$ cat src/rtl/jk_bank_sequencer.sv
// ---------------------------------------------------------------------------
// jk_bank_sequencer
//   Command-driven controller for a bank of WIDTH JK flip-flops. The block
//   accepts one command per valid/ready handshake (LOAD, COUNT_UP,
//   COUNT_DOWN, TOGGLE), computes the per-bit J/K drive each cycle, and
//   pulses done for one cycle when the command completes.
//
//   Ports:
//     clk        clock, rising edge
//     reset      asynchronous, active-high reset
//     cmd_valid  command present
//     cmd_ready  block can accept a command (high only in IDLE)
//     cmd_op     00 LOAD, 01 COUNT_UP, 10 COUNT_DOWN, 11 TOGGLE
//     cmd_data   load value (LOAD) or toggle mask (TOGGLE)
//     cmd_steps  number of count steps (COUNT_UP / COUNT_DOWN)
//     abort      ends an in-progress COUNT without performing that step
//     q, q_n     JK bank true / complement outputs
//     busy       high whenever the sequencer is not IDLE
//     done       one-cycle completion pulse
// ---------------------------------------------------------------------------

// Bank of JK flip-flops with registered true and complement outputs.
module jk_bank #(
    parameter int WIDTH = 4
) (
    input  logic             clk,
    input  logic             reset,
    input  logic [WIDTH-1:0] j,
    input  logic [WIDTH-1:0] k,
    output logic [WIDTH-1:0] q,
    output logic [WIDTH-1:0] q_n
);

    logic [WIDTH-1:0] q_r;
    logic [WIDTH-1:0] q_n_r;
    logic [WIDTH-1:0] q_next_s;

    // JK characteristic equation: set, reset, toggle or hold per bit.
    always_comb begin
        q_next_s = (j & ~q_r) | (~k & q_r);
    end

    // Storage; the complement is its own register so q_n == ~q at every edge.
    always_ff @(posedge clk or posedge reset) begin
        if (reset) begin
            q_r   <= {WIDTH{1'b0}};
            q_n_r <= {WIDTH{1'b1}};
        end else begin
            q_r   <= q_next_s;
            q_n_r <= ~q_next_s;
        end
    end

    assign q   = q_r;
    assign q_n = q_n_r;

endmodule

module jk_bank_sequencer #(
    parameter int WIDTH  = 4,
    parameter int STEP_W = 8
) (
    input  logic              clk,
    input  logic              reset,
    input  logic              cmd_valid,
    output logic              cmd_ready,
    input  logic [1:0]        cmd_op,
    input  logic [WIDTH-1:0]  cmd_data,
    input  logic [STEP_W-1:0] cmd_steps,
    input  logic              abort,
    output logic [WIDTH-1:0]  q,
    output logic [WIDTH-1:0]  q_n,
    output logic              busy,
    output logic              done
);

    localparam logic [1:0] OP_LOAD   = 2'b00;
    localparam logic [1:0] OP_UP     = 2'b01;
    localparam logic [1:0] OP_DOWN   = 2'b10;
    localparam logic [1:0] OP_TOGGLE = 2'b11;

    typedef enum logic [2:0] {
        ST_IDLE   = 3'd0,
        ST_LOAD   = 3'd1,
        ST_TOGGLE = 3'd2,
        ST_RUN    = 3'd3,
        ST_DONE   = 3'd4
    } state_t;

    state_t            state_r;
    state_t            next_state_s;
    logic [1:0]        op_r;
    logic [WIDTH-1:0]  data_r;
    logic [STEP_W-1:0] count_r;
    logic              ready_r;
    logic              busy_r;
    logic              done_r;
    logic              accept_s;
    logic              step_s;
    logic [WIDTH-1:0]  toggle_s;
    logic [WIDTH-1:0]  j_s;
    logic [WIDTH-1:0]  k_s;
    logic              carry_s;

    assign accept_s = cmd_valid && (state_r == ST_IDLE);
    // A RUN cycle steps unless abort claims it; abort wins over the final step.
    assign step_s   = (state_r == ST_RUN) && !abort;

    // Counter toggle pattern: bit i toggles when all lower bits are 1 (up)
    // or all lower bits are 0 (down, via q_n); bit 0 always toggles.
    always_comb begin
        toggle_s = {WIDTH{1'b0}};
        carry_s  = 1'b1;
        for (int i = 0; i < WIDTH; i++) begin
            toggle_s[i] = carry_s;
            if (op_r == OP_DOWN) begin
                carry_s = carry_s & q_n[i];
            end else begin
                carry_s = carry_s & q[i];
            end
        end
    end

    // Next-state logic.
    always_comb begin
        next_state_s = state_r;
        case (state_r)
            ST_IDLE: begin
                if (accept_s) begin
                    case (cmd_op)
                        OP_LOAD:   next_state_s = ST_LOAD;
                        OP_TOGGLE: next_state_s = ST_TOGGLE;
                        OP_UP,
                        OP_DOWN: begin
                            if (cmd_steps != {STEP_W{1'b0}}) begin
                                next_state_s = ST_RUN;
                            end else begin
                                next_state_s = ST_DONE;
                            end
                        end
                        default:   next_state_s = ST_IDLE;
                    endcase
                end else begin
                    next_state_s = ST_IDLE;
                end
            end
            ST_LOAD:   next_state_s = ST_DONE;
            ST_TOGGLE: next_state_s = ST_DONE;
            ST_RUN: begin
                if (abort) begin
                    next_state_s = ST_DONE;
                end else if (count_r == {{(STEP_W-1){1'b0}}, 1'b1}) begin
                    next_state_s = ST_DONE;
                end else begin
                    next_state_s = ST_RUN;
                end
            end
            ST_DONE:   next_state_s = ST_IDLE;
            default:   next_state_s = ST_IDLE;
        endcase
    end

    // J/K drive; everything outside LOAD, TOGGLE and a live RUN step holds q.
    always_comb begin
        j_s = {WIDTH{1'b0}};
        k_s = {WIDTH{1'b0}};
        case (state_r)
            ST_LOAD: begin
                j_s = data_r;
                k_s = ~data_r;
            end
            ST_TOGGLE: begin
                j_s = data_r;
                k_s = data_r;
            end
            ST_RUN: begin
                if (step_s) begin
                    j_s = toggle_s;
                    k_s = toggle_s;
                end else begin
                    j_s = {WIDTH{1'b0}};
                    k_s = {WIDTH{1'b0}};
                end
            end
            default: begin
                j_s = {WIDTH{1'b0}};
                k_s = {WIDTH{1'b0}};
            end
        endcase
    end

    // State register and command capture at the accepting edge.
    always_ff @(posedge clk or posedge reset) begin
        if (reset) begin
            state_r <= ST_IDLE;
            op_r    <= 2'b00;
            data_r  <= {WIDTH{1'b0}};
            count_r <= {STEP_W{1'b0}};
        end else begin
            state_r <= next_state_s;
            if (accept_s) begin
                op_r    <= cmd_op;
                data_r  <= cmd_data;
                count_r <= cmd_steps;
            end else if (step_s) begin
                count_r <= count_r - {{(STEP_W-1){1'b0}}, 1'b1};
            end else begin
                count_r <= count_r;
            end
        end
    end

    // Status outputs registered from the next state so they track state_r.
    always_ff @(posedge clk or posedge reset) begin
        if (reset) begin
            ready_r <= 1'b1;
            busy_r  <= 1'b0;
            done_r  <= 1'b0;
        end else begin
            ready_r <= (next_state_s == ST_IDLE);
            busy_r  <= (next_state_s != ST_IDLE);
            done_r  <= (next_state_s == ST_DONE);
        end
    end

    assign cmd_ready = ready_r;
    assign busy      = busy_r;
    assign done      = done_r;

    jk_bank #(
        .WIDTH (WIDTH)
    ) u_bank (
        .clk   (clk),
        .reset (reset),
        .j     (j_s),
        .k     (k_s),
        .q     (q),
        .q_n   (q_n)
    );

endmodule
$ cat config.mk
export PLATFORM = sky130hd
export DESIGN_NAME = jk_bank_sequencer
export DESIGN_NICKNAME = d
export VERILOG_FILES = /design/src/rtl/jk_bank_sequencer.sv
export SDC_FILE = /design/constraint.sdc
export NUM_CORES = 1
export LEC_CHECK = 0
export CAP_MARGIN = 20
export CORE_UTILIZATION = 50
export CTS_BUF_LIST = sky130_fd_sc_hd__clkbuf_2 sky130_fd_sc_hd__clkbuf_4 sky130_fd_sc_hd__clkbuf_8
export DETAILED_ROUTE_END_ITERATION = 16
export PLACE_DENSITY = 0.87
export SLEW_MARGIN = 15
export SYNTH_ARGS = -nofsm -noshare
export SYNTH_HDL_FRONTEND = slang
export SYNTH_SLANG_ARGS = --single-unit
$ cat constraint.sdc
create_clock -name clk -period 2.2 [get_ports clk]
set_clock_uncertainty 0.15 [all_clocks]
set_input_delay 0.44 -clock clk [delete_from_list [all_inputs] [get_ports clk]]
set_output_delay 0.44 -clock clk [all_outputs]
set_load 0.03 [all_outputs]
Yosys cells after proc, flatten, opt, wreduce, memory -nomap -nowiden

Cells that the tools add are included.

Add/subtract/negate cells: 1
Eq/ne operators: 9
Multiplexer cells: 14
Bitwise operators: 11
Reductions and logical operators: 11

Operators by type and width:

| kind                                                                  | number |
|---|---|
| 3-bit case mux with 3 select lines                                    | 2 |
| 8-bit two-way mux                                                     | 2 |
| 4-bit NOT                                                             | 4 |
| 3-bit two-way mux                                                     | 4 |
| 4-bit case mux with 3 select lines                                    | 1 |
| 4-bit bitwise AND                                                     | 2 |
| 8-bit by 1-bit equality test with 1-bit output, second input constant | 1 |
| 4-bit case mux with 2 select lines                                    | 1 |
| 8-bit nonzero test                                                    | 1 |
| 8-bit by 1-bit subtractor with 8-bit output, second input constant    | 1 |
| 2-bit equality test, second input constant                            | 3 |
| 3-bit by 2-bit equality test with 1-bit output, second input constant | 2 |
| 3-bit logical NOT                                                     | 2 |
| 1-bit bitwise AND                                                     | 4 |
| 4-bit two-way mux                                                     | 1 |
| 4-bit bitwise OR                                                      | 1 |
| 2-bit OR reduction                                                    | 2 |
| 3-bit by 1-bit equality test with 1-bit output, second input constant | 1 |
| 3-bit equality test, second input constant                            | 1 |
| 1-bit two-way mux                                                     | 3 |
| 3-bit nonzero test                                                    | 1 |
| 2-bit by 1-bit equality test with 1-bit output, second input constant | 1 |
| 1-bit logical AND                                                     | 2 |
| 2-bit logical NOT                                                     | 1 |
| other kinds (2)                                                       | 2 |

Flip-flop bits (word level): 28
Input port bits: 18
Output and inout port bits: 11
Logic and storage cells: 55

Longest topological paths before layout

Gate-level depths: netlist of run 1.

Depth in word-level cells: 12
Mapped depth: 7

Cells and area by module

Synthesis of run 1 repeated with hierarchy kept, for this count alone.

Cell total of the unflattened synthesis: 164
Area, all modules: 1,581.5 µm²

By module, submodules not included:

| module            | instances | cells each | area each (µm²) | seq. area each (µm²) |
|---|---|---|---|---|
| jk_bank_sequencer | 1         | 143        | 1,270.0         | 501.7 |
| jk_bank           | 1         | 21         | 311.5           | 205.2 |

Worst setup path before layout of run 1

Ideal clock, no wire load.

Path kind: input -> register
Start point: input port abort
End point: register count_r[5]
Data arrival time: 1.553 ns
Slack: 0.366 ns
Cell stages on the path: 5
Path through: nand4bb_1 -> or3_1 -> or4_1 -> nand3_1 -> o211ai_1

Cells in the longest elaborated chain, start to end: 3

Ends and longest elaborated chain:

| what                                | line | source |
|---|---|---|
| start: declaration                  | 70   | `input logic abort,` |
| 1-bit logical NOT                   | 107  | `assign step_s = (state_r == ST_RUN) && !abort;` |
| 1-bit logical AND                   | 107  |  |
| 2-bit nonzero test (no source line) | --   |  |
| end signal: assignment              | 198  | `count_r <= {STEP_W{1'b0}};` |
| end signal: assignment              | 204  | `count_r <= cmd_steps;` |
| end signal: assignment              | 206  | `count_r <= count_r - {{(STEP_W-1){1'b0}}, 1'b1};` |
| end: declaration                    | 94   | `logic [STEP_W-1:0] count_r;` |

No other way between the ends.
A chain may end at the register's enable or synchronous reset.

Worst setup path in the final report of run 1

Start point: register u_bank.q_n_r[2], in the netlist u_bank.q_n[2]
End point: output port q_n[2]

RTL lines:

| what                     | line | source |
|---|---|---|
| start: declaration       | 35   | `logic [WIDTH-1:0] q_n_r;` |
| start signal: assignment | 47   | `q_n_r <= {WIDTH{1'b1}};` |
| start signal: assignment | 50   | `q_n_r <= ~q_next_s;` |
| end: declaration         | 72   | `output logic [WIDTH-1:0] q_n,` |

No word-level cell between the ends.

==> impl_metrics.yaml, run 1 <==
drt:
  routed_wl_mm: 3.92
  wl_per_cell_um: 14.9
  drc_errors: 0
  drt_first_pass_iters: 4
  ant_nets: 0
  drtIter0Drc: 64
  avgViaCountPerCell: 5.77
  vias: 1511
synth:
  avgSynthCellArea_sq_um: 9.13
  syn_nets: 195
  yosysSeqAreaShare: 0.448
  synth_flop_cell: "dfrtp_1"
  synth_top_cell_area_share: 0.365
  ys_types: 48
  ys_seq_elements: 28
  synth_edf_count: 0
  synth_top_area_cell: "dfrtp_1"
  ys_async_sr_fraction: 1.00
  synthCells: 173
  synth_most_common_cell: "nand2_1"
  synth_area_sq_mm: 0.00158
  ys_top_cells_by_count: "nand2_1, dfrtp_1, nor2_1, o21ai_0, nand3_1"
  yosys-top-cells-area: "dfrtp_1, dfstp_2, nand2_1"
  ys_warn_count: 0
worst_setup_path:
  crit_cells: 1
  end_kind: "output pin"
  crit_slowest_cell: "clkdlybuf4s50_1"
  setup.worst_path.end: "q_n[2]"
  startpoint: "u_bank.q_n[2]"
  r2r-start: "count_r[4]"
  critPathMaxStageDelay_ns: 0.66
  reg2reg_to: "busy"
  cp.required_ns: 1.61
  worstSetupPathType: "reg -> out"
  worst-path-buf-inv: 1
  worst_ep_arrival_time_ns: 1.57
  r2r_cells: 5
  cp_cell_sequence: "clkdlybuf4s50_1"
  cp_max_fo: 2
  reg2reg_slack_ns: 0.17
  crit_family: "buffers and inverters"
  crit_path_start_kind: "flop"
grt:
  grt_usage: 0.251
  grt_max_degree: 29
  grt_pass1_vias: 1465
  overflow: 0
  antenna_found_initial: 0
  grt_pass1_wl_mm: 6.40
sta:
  worst_pin_slew_ns: 0.523
  fmax_mhz: 463
  post-route-period-util: 0.981
  slew_headroom: 0.648
  rsz0062_at_grt: "no"
  report.final.slew_viol_count: 0
  hold_viol_final: 0
  finalSetupViolCount: 0
  setup_slack_ns: 0.0417
  post-route-min-period_ns: 2.16
cells_and_area:
  nets: 241
  layout.cells.non_filler: 262
  antennaDiodeCount: 0
  area_growth_pct: 32.6
  layout-drive-gt1-share: 0.156
  fillers: 237
die:
  design.portCount: 29
  std_cell_rows: 20
  core_area_sq_mm: 0.00303
  dieArea_sq_mm: 0.00339
  die_h_um: 58.2
  start_util: 0.521
  dieWidth_um: 58.2
placement:
  dp_worst_setup_slack_ns: -0.200
  place.gp.congestion: 0.854
  port_buffers: 28
  dp_hpwl_mm: 2.97
  placedCellCount: 258
clocking:
  cts_tree: "built"
  clockBufferDepth: 2
  worstSkewPairLatency_ns: 0.35
  clk_pin_slew_worst_paths_ns: 0.16
  numCtsBuffers: 3
  ctsHoldBuffers: 0
  cts.sinks: 28
  htree_levels: 1
  cts_root_buf: "clkbuf_4"
run:
  drv_cap: 0
hold_path:
  hold_class: "in -> async"
power:
  power_uw: 2760
  leakage_uw: 0.000911
  peakVddDrop_uv: 544
  power.density_mw_per_mm2: 1320
status:
  status: "completed"
-- report_power, final --
part           internal, uW  total (uW)  switching, uW
sequential              784        1050            264
clock                   185         347            162
combinational           620        1360            741
-- what timing repair did --
item | 4_1_cts | 5_1_grt
endpoints found under the setup margin | 0 | 2
gates resized for setup | 0 | 2
setup buffers | 0 | 0
-- flip-flops by register name, indices dropped and copies added, names as in the netlist --
| signal | flops |
|---|---|
| op_r | 2 |
| state_r | 3 |
| data_r | 4 |
| u_bank.q | 4 |
| busy | 1 |
| u_bank.q_n | 4 |
| cmd_ready | 1 |
| count_r | 8 |
| done | 1 |
-- kinds of logic (layout without fill, tap and decap cells) --
group,Yosys count,after routing,share of synthesized area
compound gates,44,44,0.205
xor+xnor,2,2,0.0111
fa+ha+maj,4,4,0.0317
buf+inv,14,59,0.0364
flops,28,28,0.448
mux,3,3,0.0190
simple gates,78,78,0.249
-- stage by stage --
stage	util	hold WS, ns	cell area [sq um]	TNS [ns]
2_1_floorplan	-	0.292	1580	0
3_3_place_gp	0.673	0.312	2040	-0.480
3_5_place_dp	0.673	0.322	2040	-1.10
4_1_cts	0.690	0.310	2090	0
5_1_grt	0.692	0.316	2090	0
6_report	0.692	0.287	2090	0
-- layout by cell type (no fill, tap or decap), drive strengths merged, types with 4 or more instances in the layout --
| cell type | count |
|---|---|
| nand2 | 26 |
| nor3 | 5 |
| dfstp | 5 |
| inv | 6 |
| o211ai | 4 |
| o21ai | 12 |
| a31oi | 5 |
| nor2 | 17 |
| clkdlybuf4s50 | 26 |
| nand3 | 7 |
| ha | 4 |
| dfrtp | 23 |
| buf | 21 |
-- per-layer routing --
metal / GRT usage / part of all wire / vias up
li1: - / - / 723
met1: 0.294 / 0.40 / 732
met2: 0.453 / 0.53 / 46
met3: 0.0379 / 0.046 / 10
met4: 0.109 / 0.020 / 0
met5: 0 / 0 / -
-- area by class of cell --
type | instances | area [sq um] | area share
Clock inverter | 1 | 30.0 | 0.0143
Tap cell | 44 | 55.1 | 0.0263
Sequential cell | 28 | 707 | 0.338
Clock buffer | 3 | 22.5 | 0.0108
Timing Repair Buffer | 49 | 443 | 0.211
Inverter | 6 | 22.5 | 0.0108
Multi-Input combinational cell | 131 | 815 | 0.389
-- worst min-delay path by stage --
stage / start / to / slack (ns) / cells after the start
global placement: op_r[0] / op_r[0] / 0.31 / 2
global route: reset / op_r[1] / 0.32 / 3
CTS: reset / u_bank.q[3] / 0.31 / 3
floorplan: op_r[0] / op_r[0] / 0.29 / 2
finish: reset / u_bank.q[3] / 0.29 / 3
detailed placement: op_r[0] / op_r[0] / 0.32 / 2
(Power assumes the default switching activity.)
==> run 2: changes to the inputs <==
CORE_ASPECT_RATIO = 1.75   (was unset)
PLACE_DENSITY = 0.81   (was 0.87)
==> run 2 against run 1 <==
  * Hold slack gained 0.044 ns
  * Cell count down 0.76%
  * Clock-buffer cell count up 1
  * Die area rose by 0.26%
  * Cell area fell by 0.24%
  * Sequential share of layout area increased by 0.081 points
  * Sequential cell count unchanged
  * Wire length increased by 0.20%
  * Utilization is 1.4 points higher
  * Non-clock buffer count did not move
  * Critical endpoint is now busy
  * Largest power group unchanged
  * Highest routed layer unchanged
==> impl_metrics.yaml, run 2 (synthesis gave the netlist of run 1 again) <==
cells_and_area:
  final_area_sq_mm: 0.00209
  largest_register_ffs: 8
  final_cell_mix: "clkdlybuf4s50_1, nand2_1, dfrtp_1"
  layout.cells.non_filler: 260
  final_common_cell: "clkdlybuf4s50_1"
  nets: 241
  regMostFlops: "count_r"
  multi_input_area_sq_um: 821
  fillers: 224
  seqCellArea_sq_um: 707
  area_growth_pct: 32.3
  antennaDiodeCount: 0
  layout-drive-gt1-share: 0.161
die:
  start_util: 0.533
  dieArea_sq_mm: 0.00340
  dieWidth_um: 44.5
  core_area_sq_mm: 0.00296
  design.portCount: 29
  die_h_um: 76.3
  std_cell_rows: 26
sta:
  fmax_mhz: 476
  post-route-min-period_ns: 2.10
  setup_slack_ns: 0.0988
  slew_headroom: 0.679
  report.final.slew_viol_count: 0
  worst_pin_slew_ns: 0.477
  finalSetupViolCount: 0
  rsz0062_at_grt: "no"
  whs_ns: 0.331
  post-route-period-util: 0.955
  hold_viol_final: 0
worst_setup_path:
  cp_max_fo: 4
  crit_path_start_kind: "input pin"
  crit_top_cell: "nand2b_1"
  crit_slowest_cell: "clkdlybuf4s50_1"
  critPathMaxStageDelay_ns: 0.48
  cp.required_ns: 2.21
  end_kind: "flop"
  worstSetupPathType: "in -> reg"
  worst_ep_arrival_time_ns: 2.11
  cp_cell_sequence: "clkdlybuf4s50_1 -> inv_1 -> ha_1 -> nand2b_1 -> a31o_2 -> nand2b_1 -> or2_1"
  worst-path-buf-inv: 2
  crit_family: "buffers and inverters"
drt:
  vias: 1491
  drtIter0Drc: 33
  ant_nets: 0
  avgViaCountPerCell: 5.73
  drc_errors: 0
  drt_first_pass_iters: 4
  wl_per_cell_um: 15.1
  routed_wl_mm: 3.92
clocking:
  numCtsBuffers: 3
  htree_levels: 1
  cts_tree: "built"
  worstSkewPairLatency_ns: 0.27
  cts.sinks: 28
  cts_root_buf: "clkbuf_8"
  clk_pin_slew_worst_paths_ns: 0.09
  clockBufferDepth: 2
power:
  leakage_uw: 0.000889
  peakVddDrop_uv: 811
  power.density_mw_per_mm2: 1290
placement:
  port_buffers: 28
  place.gp.congestion: 0.935
  placedCellCount: 256
  dp_hpwl_mm: 3.04
  placed_cell_area_sq_mm: 0.00203
  dp_worst_setup_slack_ns: -0.187
run:
  drv_cap: 0
grt:
  grt_pass1_wl_mm: 6.66
  antenna_found_initial: 0
  grt_usage: 0.253
  grt_max_degree: 29
  grt_pass1_vias: 1535
  overflow: 0
status:
  status: "completed"
hold_path:
  hold_class: "reg -> reg"
==> run 2: cell count changes in the layout (fill, tap and decap cells not counted), sizes merged <==
cell	change
bufinv	-1
dlymetal6s2s	-2
clkbuf	+1
clkdlybuf4s50	+2
==> run 2: metrics by stage <==
step / power (uW) / utilization / setup TNS, ns
2_1_floorplan: 1890 / - / 0
3_5_place_dp: 2410 / 0.687 / -0.944
6_report: 2700 / 0.706 / 0
4_1_cts: 2700 / 0.704 / 0
3_3_place_gp: 2330 / 0.687 / -0.566
5_1_grt: 2900 / 0.706 / 0
==> run 2: power breakdown <==
group	switching, uW	internal, uW	total (uW)
Combinational	744	623	1370
Sequential	254	786	1040
Clock	153	142	295
==> run 2: worst paths after layout <==
path                             from            end  slack (ns)  cells after the start
setup reg to reg           state_r[0]     count_r[4]        0.16                      7
max in group asynchronous       reset  u_bank.q_n[0]        1.23                      3
hold reg to reg               op_r[0]        op_r[0]        0.33                      2
min in group asynchronous       reset      data_r[3]        0.37                      3
setup / recovery            cmd_op[0]           busy         0.1                      7
hold / removal                op_r[0]        op_r[0]        0.33                      2
==> run 2: routing by layer <==
metal / up-vias / global-route usage / share of wire
met5: - / 0 / 0
met2: 38 / 0.457 / 0.58
li1: 725 / - / -
met3: 6 / 0.0332 / 0.029
met4: 0 / 0.0879 / 0.011
met1: 722 / 0.289 / 0.38
==> run 2: final cells by class <==
| class | count | share of cell area |
|---|---|---|
| Multi-Input combinational cell | 131 | 0.393 |
| Sequential cell | 28 | 0.338 |
| Timing Repair Buffer | 49 | 0.210 |
| Tap cell | 42 | 0.0251 |
| Clock buffer | 4 | 0.0234 |
| Inverter | 6 | 0.0108 |
==> run 2: repair_timing <==
item	4_1_cts	5_1_grt
resized for setup	0	1
buffers inserted	0	0
hold buffers	0	0
setup endpoints to repair	0	1
==> run 2: worst min-delay path: cells and delay by family (launching register included) <==
kind | cells | cell delay, ns
simple gates | 1 | 0.04
flops | 1 | 0.35
compound gates | 1 | 0.06
